`config.mk`:
```
export PLATFORM = sky130hd
export DESIGN_NAME = fetch_buffer_flat
export DESIGN_NICKNAME = d
export VERILOG_FILES = /design/src/rtl/fetch_buffer_if.sv /design/src/rtl/fetch_buffer.sv /design/src/flat_wrapper.sv
export SDC_FILE = /design/constraint.sdc
export NUM_CORES = 1
export LEC_CHECK = 0
export CORE_MARGIN = 2
export CORE_UTILIZATION = 35
export CTS_CLUSTER_SIZE = 24
export DETAILED_ROUTE_END_ITERATION = 8
export GPL_TIMING_DRIVEN = 0
export PLACE_DENSITY = 0.7
export SLEW_MARGIN = 40
export SYNTH_ARGS = -nofsm -noshare
export SYNTH_HDL_FRONTEND = slang
export SYNTH_SLANG_ARGS = --single-unit
```
`constraint.sdc`:
```
create_clock -name clock -period 3.2 [get_ports clock]
set_input_delay 0.64 -clock clock [delete_from_list [all_inputs] [get_ports clock]]
set_output_delay 0.64 -clock clock [all_outputs]
set_load 0.03 [all_outputs]
```
`src/rtl/fetch_buffer_if.sv`:
```
// Bundles the fetch-bus side, the redirect and the decode-side handshake of the
// fetch buffer. The buffer itself uses the slave view; whoever drives fetch
// responses, redirects and consumes instructions uses the master view.
interface fetch_buffer_if;
  logic        fetch_valid;
  logic [31:0] fetch_addr;
  logic [31:0] fetch_rdata;
  logic        fetch_ready;
  logic        flush;
  logic [31:0] flush_addr;
  logic        instr_valid;
  logic [31:0] instr;
  logic [31:0] instr_pc;
  logic        instr_compressed;
  logic        instr_ready;

  modport master (
    output fetch_valid, fetch_addr, fetch_rdata, flush, flush_addr, instr_ready,
    input  fetch_ready, instr_valid, instr, instr_pc, instr_compressed
  );

  modport slave (
    input  fetch_valid, fetch_addr, fetch_rdata, flush, flush_addr, instr_ready,
    output fetch_ready, instr_valid, instr, instr_pc, instr_compressed
  );
endinterface

```
`src/rtl/fetch_buffer.sv`:
```
// Fetch buffer: queues aligned 32-bit fetch words and hands the decoder one
// instruction per handshake, either a 16-bit RVC or a full 32-bit instruction,
// stitching 32-bit instructions that straddle two fetch words. Responses whose
// address does not match the next expected word are treated as stale (e.g. left
// over from before a redirect) and dropped. Outputs depend on registered state
// only, so there is no combinational path from the fetch bus to the decoder.
module fetch_buffer #(
  parameter int          DEPTH    = 4,
  parameter logic [31:0] RESET_PC = 32'h0000_0000
) (
  input  logic    clock,
  input  logic    reset,
  fetch_buffer_if.slave bus
);

  localparam int               PTR_W      = (DEPTH > 1) ? $clog2(DEPTH) : 1;
  localparam int               CNT_W      = PTR_W + 1;
  localparam logic [CNT_W-1:0] FULL_COUNT = CNT_W'(DEPTH);
  localparam logic [31:0]      NOP_INSTR  = 32'h0000_0013;

  logic [31:0]      mem [DEPTH];
  logic [PTR_W-1:0] rd_ptr;
  logic [PTR_W-1:0] wr_ptr;
  logic [PTR_W-1:0] rd_ptr_plus1;
  logic [CNT_W-1:0] count;
  logic             offset;
  logic [31:0]      pc;
  logic [29:0]      exp_addr;

  logic [31:0] head_word;
  logic [31:0] next_word;
  logic [15:0] head_half;
  logic        is_compressed;
  logic        head_valid;
  logic        do_push;
  logic        do_pop;
  logic        free_word;
  logic        unused_bits;

  // Low address bits carry no information for word fetches / halfword PCs.
  assign unused_bits = ^{bus.fetch_addr[1:0], bus.flush_addr[0]};

  // Decode the head of the queue into the instruction currently on offer.
  always_comb begin
    rd_ptr_plus1  = rd_ptr + PTR_W'(1);
    head_word     = mem[rd_ptr];
    next_word     = mem[rd_ptr_plus1];
    head_half     = offset ? head_word[31:16] : head_word[15:0];
    is_compressed = (head_half[1:0] != 2'b11);
    head_valid    = 1'b0;
    if (count != '0) begin
      if (is_compressed || !offset)
        head_valid = 1'b1;
      else
        head_valid = (count > CNT_W'(1));
    end
  end

  // Drive the decoder-facing outputs; a NOP pattern whenever nothing is valid.
  always_comb begin
    bus.instr            = NOP_INSTR;
    bus.instr_compressed = 1'b0;
    if (head_valid) begin
      bus.instr_compressed = is_compressed;
      if (is_compressed)
        bus.instr = {16'h0000, head_half};
      else if (offset)
        bus.instr = {next_word[15:0], head_word[31:16]};
      else
        bus.instr = head_word;
    end
  end

  assign bus.instr_valid = head_valid;
  assign bus.instr_pc    = pc;
  assign bus.fetch_ready = (count < FULL_COUNT);

  // A push needs room and the expected address; a pop frees the head word
  // unless an RVC was taken from its lower half.
  always_comb begin
    do_push   = bus.fetch_valid && bus.fetch_ready && !bus.flush &&
                (bus.fetch_addr[31:2] == exp_addr);
    do_pop    = head_valid && bus.instr_ready && !bus.flush;
    free_word = do_pop && (offset || !is_compressed);
  end

  // Store accepted fetch words at the write pointer.
  always_ff @(posedge clock) begin
    if (!reset && do_push)
      mem[wr_ptr] <= bus.fetch_rdata;
  end

  // Queue bookkeeping: reset beats flush, flush beats push and pop.
  always_ff @(posedge clock) begin
    if (reset) begin
      rd_ptr   <= '0;
      wr_ptr   <= '0;
      count    <= '0;
      offset   <= RESET_PC[1];
      pc       <= RESET_PC;
      exp_addr <= RESET_PC[31:2];
    end else if (bus.flush) begin
      rd_ptr   <= '0;
      wr_ptr   <= '0;
      count    <= '0;
      offset   <= bus.flush_addr[1];
      pc       <= {bus.flush_addr[31:1], 1'b0};
      exp_addr <= bus.flush_addr[31:2];
    end else begin
      if (do_push) begin
        wr_ptr   <= wr_ptr + PTR_W'(1);
        exp_addr <= exp_addr + 30'd1;
      end
      if (do_pop) begin
        pc <= pc + (is_compressed ? 32'd2 : 32'd4);
        if (is_compressed)
          offset <= !offset;
      end
      if (free_word)
        rd_ptr <= rd_ptr_plus1;
      count <= count + CNT_W'(do_push) - CNT_W'(free_word);
    end
  end

endmodule

```
`src/flat_wrapper.sv`:
```
// flat-port wrapper written by rule: the top's interface ports become plain ports
module fetch_buffer_flat 
#(
  parameter int          DEPTH    = 4,
  parameter logic [31:0] RESET_PC = 32'h0000_0000
)
  (clock, reset, bus_fetch_valid, bus_fetch_addr, bus_fetch_rdata, bus_flush, bus_flush_addr, bus_instr_ready, bus_fetch_ready, bus_instr_valid, bus_instr, bus_instr_pc, bus_instr_compressed);
  fetch_buffer_if bus_i ();
  input  logic clock;
  input  logic reset;
  input wire logic [$bits(bus_i.fetch_valid)-1:0] bus_fetch_valid;
  input wire logic [$bits(bus_i.fetch_addr)-1:0] bus_fetch_addr;
  input wire logic [$bits(bus_i.fetch_rdata)-1:0] bus_fetch_rdata;
  input wire logic [$bits(bus_i.flush)-1:0] bus_flush;
  input wire logic [$bits(bus_i.flush_addr)-1:0] bus_flush_addr;
  input wire logic [$bits(bus_i.instr_ready)-1:0] bus_instr_ready;
  output wire logic [$bits(bus_i.fetch_ready)-1:0] bus_fetch_ready;
  output wire logic [$bits(bus_i.instr_valid)-1:0] bus_instr_valid;
  output wire logic [$bits(bus_i.instr)-1:0] bus_instr;
  output wire logic [$bits(bus_i.instr_pc)-1:0] bus_instr_pc;
  output wire logic [$bits(bus_i.instr_compressed)-1:0] bus_instr_compressed;
  assign bus_i.fetch_valid = bus_fetch_valid;
  assign bus_i.fetch_addr = bus_fetch_addr;
  assign bus_i.fetch_rdata = bus_fetch_rdata;
  assign bus_i.flush = bus_flush;
  assign bus_i.flush_addr = bus_flush_addr;
  assign bus_i.instr_ready = bus_instr_ready;
  assign bus_fetch_ready = bus_i.fetch_ready;
  assign bus_instr_valid = bus_i.instr_valid;
  assign bus_instr = bus_i.instr;
  assign bus_instr_pc = bus_i.instr_pc;
  assign bus_instr_compressed = bus_i.instr_compressed;
  fetch_buffer #(.DEPTH(DEPTH), .RESET_PC(RESET_PC)) u_core (.clock(clock), .reset(reset), .bus(bus_i));
endmodule
```
# == Yosys cells after proc, flatten, opt, wreduce, memory -nomap -nowiden ==
# Memory sizes are Yosys's and may differ from the RTL's. A register that Yosys moved wholly into a read port is not among the register bits.
# Index checks and enable logic that the tools add are counted.
# Widths: inputs -> output; s select.
# word_totals
latch_bits,0
ramBits,128
n_memories,1
mem_bits_ro,0
regBits,70
output_inout_bits,67
in_bits,101
word_cells,56
# memory_table
memory,words,word_bits,rd,rd_ports_with_merged_regs,wr,line_no,text
u_core.mem,4,32,2,1,1,fetch_buffer.sv:21,logic [31:0] mem [DEPTH];
# classes
mux,19
reduce_logical,19
shifts,0
eq_ne,2
multipliers,0
div,0
order_cmp,2
n_bitwise,0
n_addsub,6
# ops
cell,count
$mux 32,5
$mux 30,2
$add 32x32->32,1
$add 30x1->30 const B,1
$eq 30x30->1,1
$mux 16,1
$mux 1,8
$logic_and 1x1->1,7
$reduce_bool 2->1,3
$add 2x1->2 const B,2
$logic_not 1->1,4
$mux 2,2
$add 3x1->3,1
$gt 3x1->1 const B,1
$lt 3x3->1 const B,1
$mux 3,1
$reduce_bool 3->1,1
$sub 3x1->3,1
$logic_or 1x1->1,2
$ne 2x2->1 const B,1
$reduce_and 2->1,1
$reduce_or 2->1,1

# == Longest topological paths before layout ==
# logic_depth
depth_word,10
mapped_depth,15
ltp_nobuf,13

# == Worst setup path after synthesis ==
# OpenSTA, ideal clock, no wires.
# synth_path
kind,reg-to-output
from,register (tool-made name)
to,output bus_instr[10]
t_arrival_ns,2.610
slack_ns,-0.050
required_time_ns,2.560
path_stages_with_launch,9
path_buffers,2
path_cell_list,dfxtp_1 -> buf_2 -> mux4_2 -> nand3_1 -> o21ai_1 -> nor2_1 -> nor2_1 -> clkbuf_1 -> nor2_1
# synth_rtl
element,line_no,text
to (decl),flat_wrapper.sv:19,output wire logic [$bits(bus_i.instr)-1:0] bus_instr;

==> summary.md <==
| Metric | Value |
|---|---|
| Multi-input gate area | `4590 µm²` |
| WL final | `30.0 mm` |
| Initial Util | `0.358` |
| Max Cap Viol | `0` |
| TritonCTS clock tree | `done` |
| Clock transition at path regs | `0.08 ns` |
| Crit path kind | `flop to output port` |
| Die width | `173 µm` |
| Setup TNS | `0 ns` |
| Die Span Y | `173 µm` |
| Antenna diodes | `0` |
| Cell area after layout | `roughly 13,000 µm²` |
| Worst skew pair latency | `approximately 0.44 ns` |
| Psw | `1.47 mW` |
| Final Slew Violations | `0` |
| Max incr delay on CP | `0.54 ns` |
| Final setup fails | `0` |
| Placed wire-length estimate | `roughly 21 mm` |
| Worst min path class | `flop to flop` |
| Largest net degree at the start of global routing | `33` |
| Seq pwr share | `0.509` |
| Max Root-Sink Buffers | `2` |
| Share of cells above drive strength 1 | `0.181` |
| VDD IR-drop max | `0.272 mV` |
| Fin worst setup slack | `between 0.1 and 0.15 ns` |
| Pwr dens | `429 nW/µm²` |
| Ranking of synthesized cells by area | `edfxtp_1 (38%), dfxtp_1 (14%), mux4_2 (11%), mux2i_1 (4.7%), xnor2_1 (4.6%)` |
| Storage cell area | `5270 µm²` |
| Fill cells | `2,511` |
| Vias per cell | `roughly 5.6` |
| Place WS | `-0.686 ns` |
| Worst Skew | `0.0184 ns` |
| Data required, critical path | `2.56 ns` |
| Fin crit period | `~3.1 ns` |
| Pint | `about 4.1 mW` |
| FMAX | `between 300 and 400 MHz` |
| Cts bufs inserted | `17` |
| Slowest stage cell, crit path | `mux4_2` |
| Vias in the first global route | `7,678` |
| CP max FO | `5` |
| Buf/Inv on CP | `2` |
| # DRC | `0` |
| Final hold violations | `0` |
| Outcome | `finished clean` |
| Post-CTS Hold Buffers | `0` |
| Tightest Pin Transition | `0.792 ns` |
| # rows | `roughly 60` |
| Post-route clock period utilization | `0.966` |
| TritonCTS Sinks | `between 150 and 200` |
| Yosys warnings | `0` |
| Area Growth Syn to Fin | `29.9%` |
| Number of synthesized flops with an enable pin | `128` |
| Critical Path AT | `between 2 and 2.5 ns` |
| I/O pin total | `168` |
| Endpoint type of the worst setup path | `output port` |
| Synth Net Count | `930` |
| Final net count | `1,120` |
| Seq cells post-synth | `199` |
| Leak pwr | `4.26 nW` |
| Commonest non-fill, non-tap cell in the layout | `edfxtp_1` |
| Sequential area share after synthesis | `0.526` |
| Logic gate share of total power | `0.095` |
| Antenna violations before repair | `1` |
| Max_slew headroom | `0.472` |
| Number of distinct library cells after synthesis | `64` |
| Most frequent cells in the layout | `edfxtp_1 (128), clkdlybuf4s50_1 (127), nor2_1 (73)` |
| Mapped Area | `10,000 µm²` |
| WL per Instance | `21.5 µm` |
| Global placer's final weighted congestion | `0.918` |
| Post-Syn Area per Cell | `approximately 12 µm²` |
| H-Tree Depth | `4` |
| Synth top area share | `0.384` |
| First-pass DRT Iterations | `5` |
| Initial drt markers | `780` |
| R2R Setup Slk | `0.15 ns` |
| RSZ-0062 raised after global routing | `yes` |
| Port bufs | `about 160` |
| Total global routing track utilization | `0.198` |
| DP Area | `roughly 12,000 µm²` |
| Number of routed nets with antenna violations | `0` |
| Leading area contributor after synthesis | `edfxtp_1` |
| CP Launch Type | `flop` |
| Global-route wire length before repair | `45.4 mm` |
| Overflow after GRT | `0` |
| Crit path cell chain | `buf_6 -> mux4_2 -> nand3_2 -> o21ai_4 -> nor2_4 -> nor2_4 -> nor2_1 -> clkdlybuf4s15_1` |
| Delay-heaviest family, CP | `multiplexers` |
| Post-synth ARST share | `0` |
| Root buffer cell | `clkbuf_16` |
| Most used DFF post-synth | `edfxtp_1` |
| Via count | `7,777` |
| Die area | `29,900 µm²` |
| Overall Power | `5.58 mW` |
| Cell mode on critical path | `nor2_4` |
| Switching Share | `0.264` |
| Clock power frac | `0.396` |
| Syn Inst Count | `about 820` |
| Core Region | `27,900 µm²` |
[final cells by class]
class,instances,share of cell area
well taps,378,0.0364
clock buffers,17,0.0327
repair buffers,171,0.127
flip-flops and latches,199,0.405
clock inverters,15,0.0144
multi-input cells,540,0.353
plain buffers,50,0.0236
inverters,27,0.00799
[cell families (layout without fill, tap and decap cells)]
| kind of cell | Yosys count | count (layout) | share of synthesized area |
|---|---|---|---|
| AO/OA/AOI/OAI | 114 | 114 | 0.0792 |
| XOR/XNOR | 61 | 61 | 0.0534 |
| adder cells (fa/ha/maj) | 13 | 13 | 0.0178 |
| buffers and inverters | 79 | 280 | 0.0335 |
| flip-flops | 199 | 199 | 0.526 |
| multiplexers | 95 | 95 | 0.155 |
| other | 1 | 1 | 0.000375 |
| AND/OR/NAND/NOR | 254 | 256 | 0.134 |
[repair_timing]
| action | CTS | global route |
|---|---|---|
| buffers inserted | 6 | 4 |
| pin swaps | 10 | 8 |
| endpoints found under the setup margin | 181 | 61 |
| cloned | 1 | 1 |
| resized for setup | 144 | 35 |
[synthesized netlist by cell type, drive strengths merged (3+ instances only)]
master and n:
and4 9, nor2b 4, a311oi 3, nand2 37, xor2 8, a31oi 18
o21a 5, nor2 81, and2 9, o311ai 5, a32oi 10, mux4 48
or4 6, nand2b 3, o31a 8, a21oi 27, a211oi 8, or3 10
dfxtp 71, nor4 6, a21boi 5, inv 27, and3 11, ha 11
edfxtp 128, xnor2 53, o21ai 8, nand4 28, o22ai 4, nand3 31
o211ai 3, mux2i 47, buf 23, nor3 12, clkbuf 29
[tightest hold or removal path: cells and delay by family, from the launching register on]
kind               cells  cell delay, ns
AOI/OAI and AO/OA      1            0.05
DFF                    1            0.35
and+or+nand+nor        1            0.07
[per-layer routing]
layer  vias to the layer above  global-route usage  share of wire
met5                         -                   0        0.00040
met1                      3789               0.264           0.42
met3                        38              0.0517          0.094
li1                       3508                   -              -
met2                       440               0.324           0.47
met4                         2              0.0434          0.017
[registers in the layout (all words and copies together), names as in the netlist, named ones only]
register,cells
u_core.bus.instr_pc,31
u_core.count,3
u_core.exp_addr,30
u_core.mem,128
u_core.offset,1
u_core.rd_ptr,2
u_core.wr_ptr,2
[through the flow]
stage,hold WS (ns),utilization,cells
after CTS,0.523,0.460,1392
after global routing,0.567,0.465,1397
after detailed placement,0.500,0.433,1355
after global placement,0.488,0.433,1355
final,0.521,0.465,1397
after floorplan,0.465,-,816
[power by group through the flow]
stage	Sequential, mW	Clock [mW]	Combinational, mW
after floorplan	2.92	0	0.204
after global placement	2.89	0	0.513
after detailed placement	2.89	0	0.519
after CTS	2.84	2.24	0.524
after global routing	2.85	2.35	0.560
final	2.84	2.21	0.529
[final timing paths]
| check | startpoint | end | depth (start not counted) |
|---|---|---|---|
| hold reg to reg | u_core.wr_ptr[1] | u_core.wr_ptr[1] | 2 |
| setup / recovery | flop | bus_instr[2] | 8 |
| setup reg to reg | flop | u_core.bus.instr_pc[24] | 11 |
| hold / removal | u_core.wr_ptr[1] | u_core.wr_ptr[1] | 2 |
Power figures use the tool's default switching activity.
